===== config.mk =====
export PLATFORM = sky130hd
export DESIGN_NAME = sap_cpu
export DESIGN_NICKNAME = d
export VERILOG_FILES = /design/src/rtl/sap_pkg.sv /design/src/rtl/sap_alu.sv /design/src/rtl/sap_cpu.sv
export SDC_FILE = /design/constraint.sdc
export NUM_CORES = 1
export LEC_CHECK = 0
export CAP_MARGIN = 40
export CORE_MARGIN = 3
export CORE_UTILIZATION = 30
export DETAILED_ROUTE_END_ITERATION = 10
export SLEW_MARGIN = 20
export SYNTH_ARGS = -nofsm -noshare
export SYNTH_HDL_FRONTEND = slang
export SYNTH_HIERARCHICAL = 1
export SYNTH_SLANG_ARGS = --single-unit

===== constraint.sdc =====
create_clock -name clock -period 3.6 [get_ports clock]
set_clock_uncertainty 0.05 [all_clocks]
set_input_delay 1.08 -clock clock [delete_from_list [all_inputs] [get_ports clock]]
set_output_delay 1.08 -clock clock [all_outputs]
set_load 0.01 [all_outputs]

===== src/rtl/sap_pkg.sv =====
`default_nettype none
// sap_pkg: shared opcode, controller-state and ALU-result types for sap_cpu | rev 1.0
package sap_pkg;

  typedef enum logic [3:0] {
    OP_LDA = 4'h0,
    OP_ADD = 4'h1,
    OP_SUB = 4'h2,
    OP_STA = 4'h4,
    OP_LDI = 4'h5,
    OP_JMP = 4'h6,
    OP_JC  = 4'h7,
    OP_JZ  = 4'h8,
    OP_OUT = 4'hE,
    OP_HLT = 4'hF
  } opcode_e;

  typedef enum logic [2:0] {
    S_IDLE = 3'd0,
    S_T1   = 3'd1,
    S_T2   = 3'd2,
    S_T3   = 3'd3,
    S_T4   = 3'd4,
    S_T5   = 3'd5,
    S_HALT = 3'd6
  } state_e;

  // Upper bound on DATA_W; narrower ALUs leave the high sum bits at zero.
  localparam int SAP_MAX_W = 32;

  typedef struct packed {
    logic                 carry;
    logic [SAP_MAX_W-1:0] sum;
  } alu_res_t;

endpackage
`default_nettype wire


===== src/rtl/sap_alu.sv =====
`default_nettype none
// sap_alu: combinational add/subtract with carry (not-borrow on subtract) and zero | rev 1.0
module sap_alu #(
  parameter int DATA_W = 8
) (
  input  logic [DATA_W-1:0] a_i,
  input  logic [DATA_W-1:0] b_i,
  input  logic              sub_i,
  output logic [DATA_W-1:0] result_o,
  output logic              carry_o,
  output logic              zero_o
);
  import sap_pkg::*;

  logic [DATA_W:0] w_full;
  alu_res_t        w_res;

  // Subtract as a + ~b + 1 so the carry-out is directly the not-borrow flag.
  always_comb begin
    w_full = {1'b0, a_i} + {1'b0, (sub_i ? ~b_i : b_i)} + {{DATA_W{1'b0}}, sub_i};
    w_res = '0;
    w_res.sum[DATA_W-1:0] = w_full[DATA_W-1:0];
    w_res.carry = w_full[DATA_W];
  end

  assign result_o = w_res.sum[DATA_W-1:0];
  assign carry_o  = w_res.carry;
  assign zero_o   = (w_res.sum == '0);

endmodule
`default_nettype wire


===== src/rtl/sap_cpu.sv =====
`default_nettype none
// sap_cpu: multi-cycle accumulator CPU with internal RAM, loaded while stopped | rev 1.0
module sap_cpu #(
  parameter int DATA_W = 8,
  parameter int ADDR_W = 4
) (
  input  logic              clock,
  input  logic              reset,
  input  logic              run,
  input  logic              prog_we,
  input  logic [ADDR_W-1:0] prog_addr,
  input  logic [DATA_W-1:0] prog_data,
  output logic [DATA_W-1:0] out_data,
  output logic              out_valid,
  output logic              halted,
  output logic [ADDR_W-1:0] pc_dbg
);
  import sap_pkg::*;

  localparam logic [ADDR_W-1:0] PC_INC = 1;

  state_e              state_q, state_d;
  logic [ADDR_W-1:0]   pc_q, pc_d, mar_q, mar_d;
  logic [ADDR_W+3:0]   ir_q, ir_d;
  logic [DATA_W-1:0]   a_q, a_d, b_q, b_d, out_q, out_d;
  logic                c_q, c_d, z_q, z_d;
  logic [DATA_W-1:0]   mem_q [2**ADDR_W];

  logic [DATA_W-1:0]   w_rd;
  opcode_e             w_op;
  logic [ADDR_W-1:0]   w_operand;
  logic                w_stopped;
  logic                w_mem_we;
  logic [ADDR_W-1:0]   w_mem_addr;
  logic [DATA_W-1:0]   w_mem_wdata;
  logic [DATA_W-1:0]   w_alu_result;
  logic                w_alu_carry, w_alu_zero;

  assign w_rd      = mem_q[mar_q];
  assign w_op      = opcode_e'(ir_q[ADDR_W+3 -: 4]);
  assign w_operand = ir_q[ADDR_W-1:0];
  assign w_stopped = (state_q == S_IDLE) || (state_q == S_HALT);

  sap_alu #(.DATA_W(DATA_W)) u_alu (
    .a_i      (a_q),
    .b_i      (b_q),
    .sub_i    (w_op == OP_SUB),
    .result_o (w_alu_result),
    .carry_o  (w_alu_carry),
    .zero_o   (w_alu_zero)
  );

  always_comb begin
    state_d     = state_q;
    pc_d        = pc_q;
    mar_d       = mar_q;
    ir_d        = ir_q;
    a_d         = a_q;
    b_d         = b_q;
    c_d         = c_q;
    z_d         = z_q;
    out_d       = out_q;
    out_valid   = 1'b0;
    w_mem_we    = 1'b0;
    w_mem_addr  = prog_addr;
    w_mem_wdata = prog_data;
    case (state_q)
      S_IDLE, S_HALT: begin
        w_mem_we = prog_we;
        if (run) begin
          pc_d    = '0;
          c_d     = 1'b0;
          z_d     = 1'b0;
          state_d = S_T1;
        end
      end
      S_T1: begin
        mar_d   = pc_q;
        state_d = S_T2;
      end
      S_T2: begin
        // Only the opcode and operand fields are kept; middle bits are don't-care.
        ir_d    = {w_rd[DATA_W-1 -: 4], w_rd[ADDR_W-1:0]};
        pc_d    = pc_q + PC_INC;
        state_d = S_T3;
      end
      S_T3: begin
        state_d = S_T1;
        case (w_op)
          OP_LDA, OP_ADD, OP_SUB, OP_STA: begin
            mar_d   = w_operand;
            state_d = S_T4;
          end
          OP_LDI: a_d = {{(DATA_W-ADDR_W){1'b0}}, w_operand};
          OP_JMP: pc_d = w_operand;
          OP_JC:  if (c_q) pc_d = w_operand;
          OP_JZ:  if (z_q) pc_d = w_operand;
          OP_OUT: begin
            out_d     = a_q;
            out_valid = 1'b1;
          end
          OP_HLT: state_d = S_HALT;
          default: ;
        endcase
      end
      S_T4: begin
        state_d = S_T1;
        case (w_op)
          OP_LDA: a_d = w_rd;
          OP_STA: begin
            w_mem_we    = 1'b1;
            w_mem_addr  = mar_q;
            w_mem_wdata = a_q;
          end
          OP_ADD, OP_SUB: begin
            b_d     = w_rd;
            state_d = S_T5;
          end
          default: ;
        endcase
      end
      S_T5: begin
        a_d     = w_alu_result;
        c_d     = w_alu_carry;
        z_d     = w_alu_zero;
        state_d = S_T1;
      end
      default: state_d = S_IDLE;
    endcase
  end

  always_ff @(posedge clock) begin
    if (reset) begin
      state_q <= S_IDLE;
      pc_q    <= '0;
      mar_q   <= '0;
      ir_q    <= '0;
      a_q     <= '0;
      b_q     <= '0;
      c_q     <= 1'b0;
      z_q     <= 1'b0;
      out_q   <= '0;
    end else begin
      state_q <= state_d;
      pc_q    <= pc_d;
      mar_q   <= mar_d;
      ir_q    <= ir_d;
      a_q     <= a_d;
      b_q     <= b_d;
      c_q     <= c_d;
      z_q     <= z_d;
      out_q   <= out_d;
    end
  end

  // RAM survives reset; a write pending in the reset cycle is dropped.
  always_ff @(posedge clock) begin
    if (w_mem_we && !reset) mem_q[w_mem_addr] <= w_mem_wdata;
  end

  assign out_data = out_q;
  assign halted   = w_stopped;
  assign pc_dbg   = pc_q;

endmodule
`default_nettype wire


## Word-level counts from Yosys, hierarchy flattened

Memories as Yosys holds them, arrays and structs flattened. A register that Yosys moved wholly into a read port is not among the register bits.
Index checks and enable logic that the tools add are counted.

- Flip-flop bits (word level): 45
- RAM bits: 128
- Input port bits: 16
- Output and inout port bits: 14
- Word-level logic and storage cells: 85
- Memories: 1

Memory list:

| memory | words | bits a word | read ports | clocked after memory_dff | write ports | line | source |
|---|---|---|---|---|---|---|---|
| mem_q | 16 | 8 | 1 | 1 | 1 | sap_cpu.sv:27 | `logic [DATA_W-1:0] mem_q [2**ADDR_W];` |

- $add $sub $neg: 3
- Equality and inequality tests: 22
- Muxes and demuxes: 30
- Bitwise logic cells: 1
- Reductions and logical operators: 19

Operators by type and width:

| cell | count |
|---|---|
| 8-bit 2-to-1 mux | 5 |
| 32-bit logical NOT | 1 |
| 4-bit 2-to-1 mux | 8 |
| 4-bit case mux with 3 select lines | 2 |
| 8-bit case mux with 3 select lines | 1 |
| 3-bit case mux with 6 select lines | 1 |
| 4-bit by 3-bit equality test with 1-bit output, second input constant | 4 |
| 4-bit equality test, second input constant | 3 |
| 8-bit by 8-bit adder with 9-bit output | 1 |
| 9-bit by 1-bit adder with 9-bit output | 1 |
| 3-bit equality test, second input constant | 3 |
| 8-bit inverter | 1 |
| 4-bit case mux with 2 select lines | 1 |
| 2-bit AND reduction | 4 |
| 3-bit by 2-bit equality test with 1-bit output, second input constant | 2 |
| 1-bit 2-to-1 mux | 6 |
| 3-bit 2-to-1 mux | 2 |
| 2-bit by 1-bit != test with 1-bit output, second input constant | 3 |
| 3-bit != test, second input constant | 2 |
| 1-bit case mux with 2 select lines | 3 |
| 3-bit case mux with 2 select lines | 1 |
| 3-bit nonzero test | 2 |
| 5-bit AND reduction | 1 |
| 4-bit by 1-bit adder with 4-bit output, second input constant | 1 |
| 14 further kinds | 16 |

## Depth between registers and ports, before layout

- Word-level depth: 6
- Mapped depth: 14
- Mapped depth without buffers: 12

## By module

Netlist, hierarchy kept.

By module, submodules not included:

| module | instances | cells an instance | area an instance (µm²) | sequential area each (µm²) |
|---|---|---|---|---|
| sap_cpu | 1 | 543 | 7400.8 | 4824.6 |
| sap_alu | 1 | 57 | 437.9 | 0.0 |

## Worst setup path after synthesis

No wires, ideal clock.

- Path type: register to register
- Start: reg ir_q[5]
- End: reg z_q
- Setup time: 71 ps
- Arrival time: 3008 ps
- Required time: 3479 ps
- Setup slack: 471 ps
- Stages on the path, launching flop included: 14
- Path buffers: 2
- Clock period less this slack: 3129 ps
- Cells stage by stage: dfxtp_1 clkbuf_1 inv_1 nor4_1 buf_2 xor2_1 ha_1 a21o_1 a21o_1 a211o_1 a221o_1 nor4b_2 nand3_1 a21oi_1

- Longest elaborated chain between the ends: 6

Ends and longest elaborated chain:

| element | line | source |
|---|---|---|
| from (decl) | sap_cpu.sv:24 | `logic [ADDR_W+3:0] ir_q, ir_d;` |
| from (signal assigned) | sap_cpu.sv:147 | `ir_q <= ir_d;` |
| 4-bit by 2-bit equality test with 1-bit output (*) | sap_cpu.sv:47 | `.sub_i (w_op == OP_SUB),` |
| 8-bit 2-to-1 mux | sap_alu.sv:20 | `w_full = {1'b0, a_i} + {1'b0, (sub_i ? ~b_i : b_i)} + {{DATA_W{1'b0}}, sub_i};` |
| 8-bit by 8-bit adder with 9-bit output | sap_alu.sv:20 |  |
| 9-bit by 1-bit adder with 9-bit output (*) | sap_alu.sv:20 |  |
| net w_alu_result[7] | sap_cpu.sv:36 | `logic [DATA_W-1:0] w_alu_result;` |
| 32-bit logical NOT (*) | sap_alu.sv:28 | `assign zero_o = (w_res.sum == '0);` |
| net w_alu_zero | sap_cpu.sv:37 | `logic w_alu_carry, w_alu_zero;` |
| 1-bit case mux with 2 select lines (*) | sap_cpu.sv:67 | `case (state_q)` |
| to (signal assigned) | sap_cpu.sv:151 | `z_q <= z_d;` |
| to (decl) | sap_cpu.sv:26 | `logic c_q, c_d, z_q, z_d;` |

Mark *: on every way through the listed nets, which the timed path passes. The rest lies on a longest branch.
A chain may end at the register's enable or synchronous reset.

## Worst setup path after layout

- Start: reg state_q[0]
- End: out out_valid

- Longest elaborated chain between the ends: 2

Ends and longest elaborated chain:

| element | line | source |
|---|---|---|
| from (decl) | sap_cpu.sv:22 | `state_e state_q, state_d;` |
| from (signal assigned) | sap_cpu.sv:144 | `state_q <= state_d;` |
| 3-bit by 2-bit equality test with 1-bit output | sap_cpu.sv:67 |  |
| 1-bit 2-to-1 mux | sap_cpu.sv:67 |  |
| to (decl) | sap_cpu.sv:14 | `output logic out_valid,` |

No other way between the ends.

==> impl_metrics.json <==
{
  "outcome": "complete, no violations",
  "post_cts_resized": 0,
  "wl_um": 18300,
  "hpwl_um": 12400,
  "cts_htree_levels": 4,
  "relSlewSlack_pct": 52.1,
  "max_freq_mhz": 294,
  "sw_frac_of_total_pct": 24.5,
  "worstMarginPinSlew_ns": 0.718,
  "grt_antenna_before_repair": 0,
  "io_pins": 30,
  "hold_buffers": 0,
  "max_cap_violations": 0,
  "synth-seq-cells": 177,
  "drc": 0,
  "grt_pass1_vias": 4763,
  "hold_viol": 0,
  "clock_sinks": 177,
  "ys.flop_type": "edfxtp_1",
  "gr-usage-all-layers_pct": 13.3,
  "post-route-period-util_pct": 94.4,
  "final_cell_mix": "128 x edfxtp_1, 60 x nor2_1, 58 x nand2_1",
  "clk_path_buf_depth": 2,
  "area_delta_synth_final_pct": 17.4,
  "synth-seq-area-share_pct": 61.5,
  "synth_nets": 625,
  "pwr-share-comb_pct": 7.0,
  "switchingPower_mw": 1.08,
  "p_seq_share_pct": 51.4,
  "reg2reg_depth": 12,
  "r2r_start": "ir_q[5]",
  "reg2reg_slack_ns": 0.40,
  "p_leak_nw": 3.11,
  "required_ns": 2.47,
  "nets": 670,
  "clock_latency_ns": 0.43,
  "synth_edf_count": 128,
  "numCtsBuffers": 17,
  "cp_data_arrival_time_ns": 2.27,
  "cp_max_fo": 14,
  "final_common_cell": "edfxtp_1",
  "multi_input_area_um2": 2830,
  "die_area_um2": 28100,
  "fp-row-count": 58,
  "clockPowerShare_pct": 41.6,
  "drt_iter0_drc": 440,
  "syn_inst": 600,
  "whs_endpoint": "b_q[5]",
  "root_buffer": "clkbuf_16",
  "grt_max_degree": 28,
  "vias": 4889,
  "hp-start": "b_q[5]",
  "post_cts_buffers": 0,
  "overflow": 0,
  "min_path_type": "register to register",
  "final_area_um2": 9200,
  "worstSetupEndpointType": "output port",
  "cellInternalPower_mw": 3.32,
  "ant_nets": 0,
  "initial_core_util_pct": 30.9,
  "die_h_um": 168,
  "routed_via_density": 4.95,
  "cts_tree": "built",
  "gp_congestion": 0.785,
  "coreArea_um2": 25400,
  "nFillCells": 2451,
  "min_path_cells": 2,
  "final.setup.tns_ns": 0,
  "synthArstFlopShare_pct": 0,
  "finalCriticalPeriod_ns": 3.40,
  "dr.pass1.iters": 5,
  "pwr_density_cell_nw_per_um2": 478,
  "dp.cells": 956,
  "critPathKind": "register to output port",
  "routedWlPerCell_um": 18.5,
  "syn_area_um2": 7840,
  "dpl_cell_area_um2": 8620,
  "port_buffers": 29,
  "clkTransAtPathRegs_ns": 0.07,
  "setup_viol": 0,
  "r2r_end": "z_q",
  "register_area_um2": 4830,
  "drive_above_1_share_pct": 14.6,
  "yosysWarnings": 6,
  "slew_viol_final": 0,
  "stdcell_count": 988,
  "die_x_um": 168,
  "syn-mean-instance-area_um2": 13.1,
  "rsz0062_at_grt": "no",
  "num_antenna_cells": 0,
  "peakVddDrop_mv": 0.373,
  "synth.distinct_cells": 62,
  "grt_pass1_wl_um": 28600,
  "start_kind": "register"
}
## through the flow
stage	power, mW	hold WS, ns	utilization (%)	setup WS, ns
after floorplan	2.49	0.398	-	0.471
after CTS	4.43	0.424	36.2	0.178
after global placement	2.61	0.409	33.9	0.469
after global routing	4.54	0.441	36.2	0.0191
after detailed placement	2.61	0.414	33.9	0.408
final	4.40	0.421	36.2	0.201
## cell families (layout without fill, tap and decap cells)
logic type / count (synthesis) / count (layout) / share of synthesized area (%)
AO/OA/AOI/OAI: 91 / 91 / 7.74
multiplexers: 74 / 74 / 13.1
XOR/XNOR: 14 / 14 / 1.56
buffers and inverters: 41 / 99 / 2.44
flip-flops: 177 / 177 / 61.5
AND/OR/NAND/NOR: 193 / 193 / 11.9
adder cells (fa/ha/maj): 10 / 10 / 1.66
## worst max-delay path by stage
stage	from	endpoint	slack, ns	cells past startpoint
2_1_floorplan	ir_q[5]	z_q	0.47	13
3_3_place_gp	ir_q[5]	z_q	0.47	12
3_5_place_dp	ir_q[5]	z_q	0.41	12
4_1_cts	state_q[0]	out_valid	0.18	5
5_1_grt	state_q[0]	out_valid	0.02	5
6_report	state_q[0]	out_valid	0.20	5
## cells in the mapped netlist, types with 3 or more instances
cell type,instances,area share (%)
a211oi_1,4,0.38
a31oi_1,8,0.64
nor3b_1,3,0.29
a21o_1,7,0.67
or3_1,5,0.40
buf_4,5,0.48
nor3_1,8,0.51
mux4_2,22,6.3
nor2_1,60,2.9
nor2b_1,10,0.80
edfxtp_1,128,49
nand2_1,58,2.8
clkbuf_1,15,0.72
a21oi_1,27,1.7
nand2b_1,5,0.40
dfxtp_1,49,13
xor2_1,12,1.3
inv_1,10,0.48
nand4_1,5,0.40
a32o_1,5,0.64
mux2i_1,45,5.7
and3_1,3,0.24
ha_1,8,1.3
o22ai_1,5,0.40
nand3b_1,6,0.57
nand3_1,18,1.1
a22oi_1,4,0.38
buf_2,9,0.57
o21ai_0,14,0.89
mux2_2,5,0.72
## power groups by stage
stage                     combinational [mW]  sequential (mW)  clock (mW)
after CTS                              0.307             2.26        1.86
after floorplan                        0.222             2.27           0
after detailed placement               0.305             2.30           0
after global routing                   0.336             2.26        1.95
final                                  0.307             2.26        1.83
after global placement                 0.304             2.30           0
## critical path, stage by stage, from the launching register on
cell,delay [ns]
dfxtp_1,0.64
and3b_1,0.23
buf_4,0.17
nand4_1,0.12
nor2_2,0.14
clkdlybuf4s50_1,0.55
## state kept, by name (all words and copies together) (netlist names), named ones only
signal    cells
ir_q          8
out_data      8
c_q           1
a_q           8
z_q           1
mar_q         4
pc_dbg        4
state_q       3
b_q           8
mem_q       128
## cell type report
class | count | area share [%]
Clock buffer | 19 | 4.71
Inverter | 10 | 0.408
Clock inverter | 13 | 1.61
Sequential cell | 177 | 52.5
Multi-Input combinational cell | 382 | 30.8
Timing Repair Buffer | 57 | 5.58
Tap cell | 330 | 4.49
## routing by layer
| layer | global-route usage (%) | wire (um) | vias up |
|---|---|---|---|
| li1 | - | - | 2347 |
| met1 | 18.9 | 8580 | 2425 |
| met2 | 20.8 | 8750 | 108 |
| met3 | 2.86 | 789 | 9 |
| met4 | 2.99 | 141 | 0 |
| met5 | 0 | 0 | - |
Note: power is estimated with default switching activity, not from simulation.
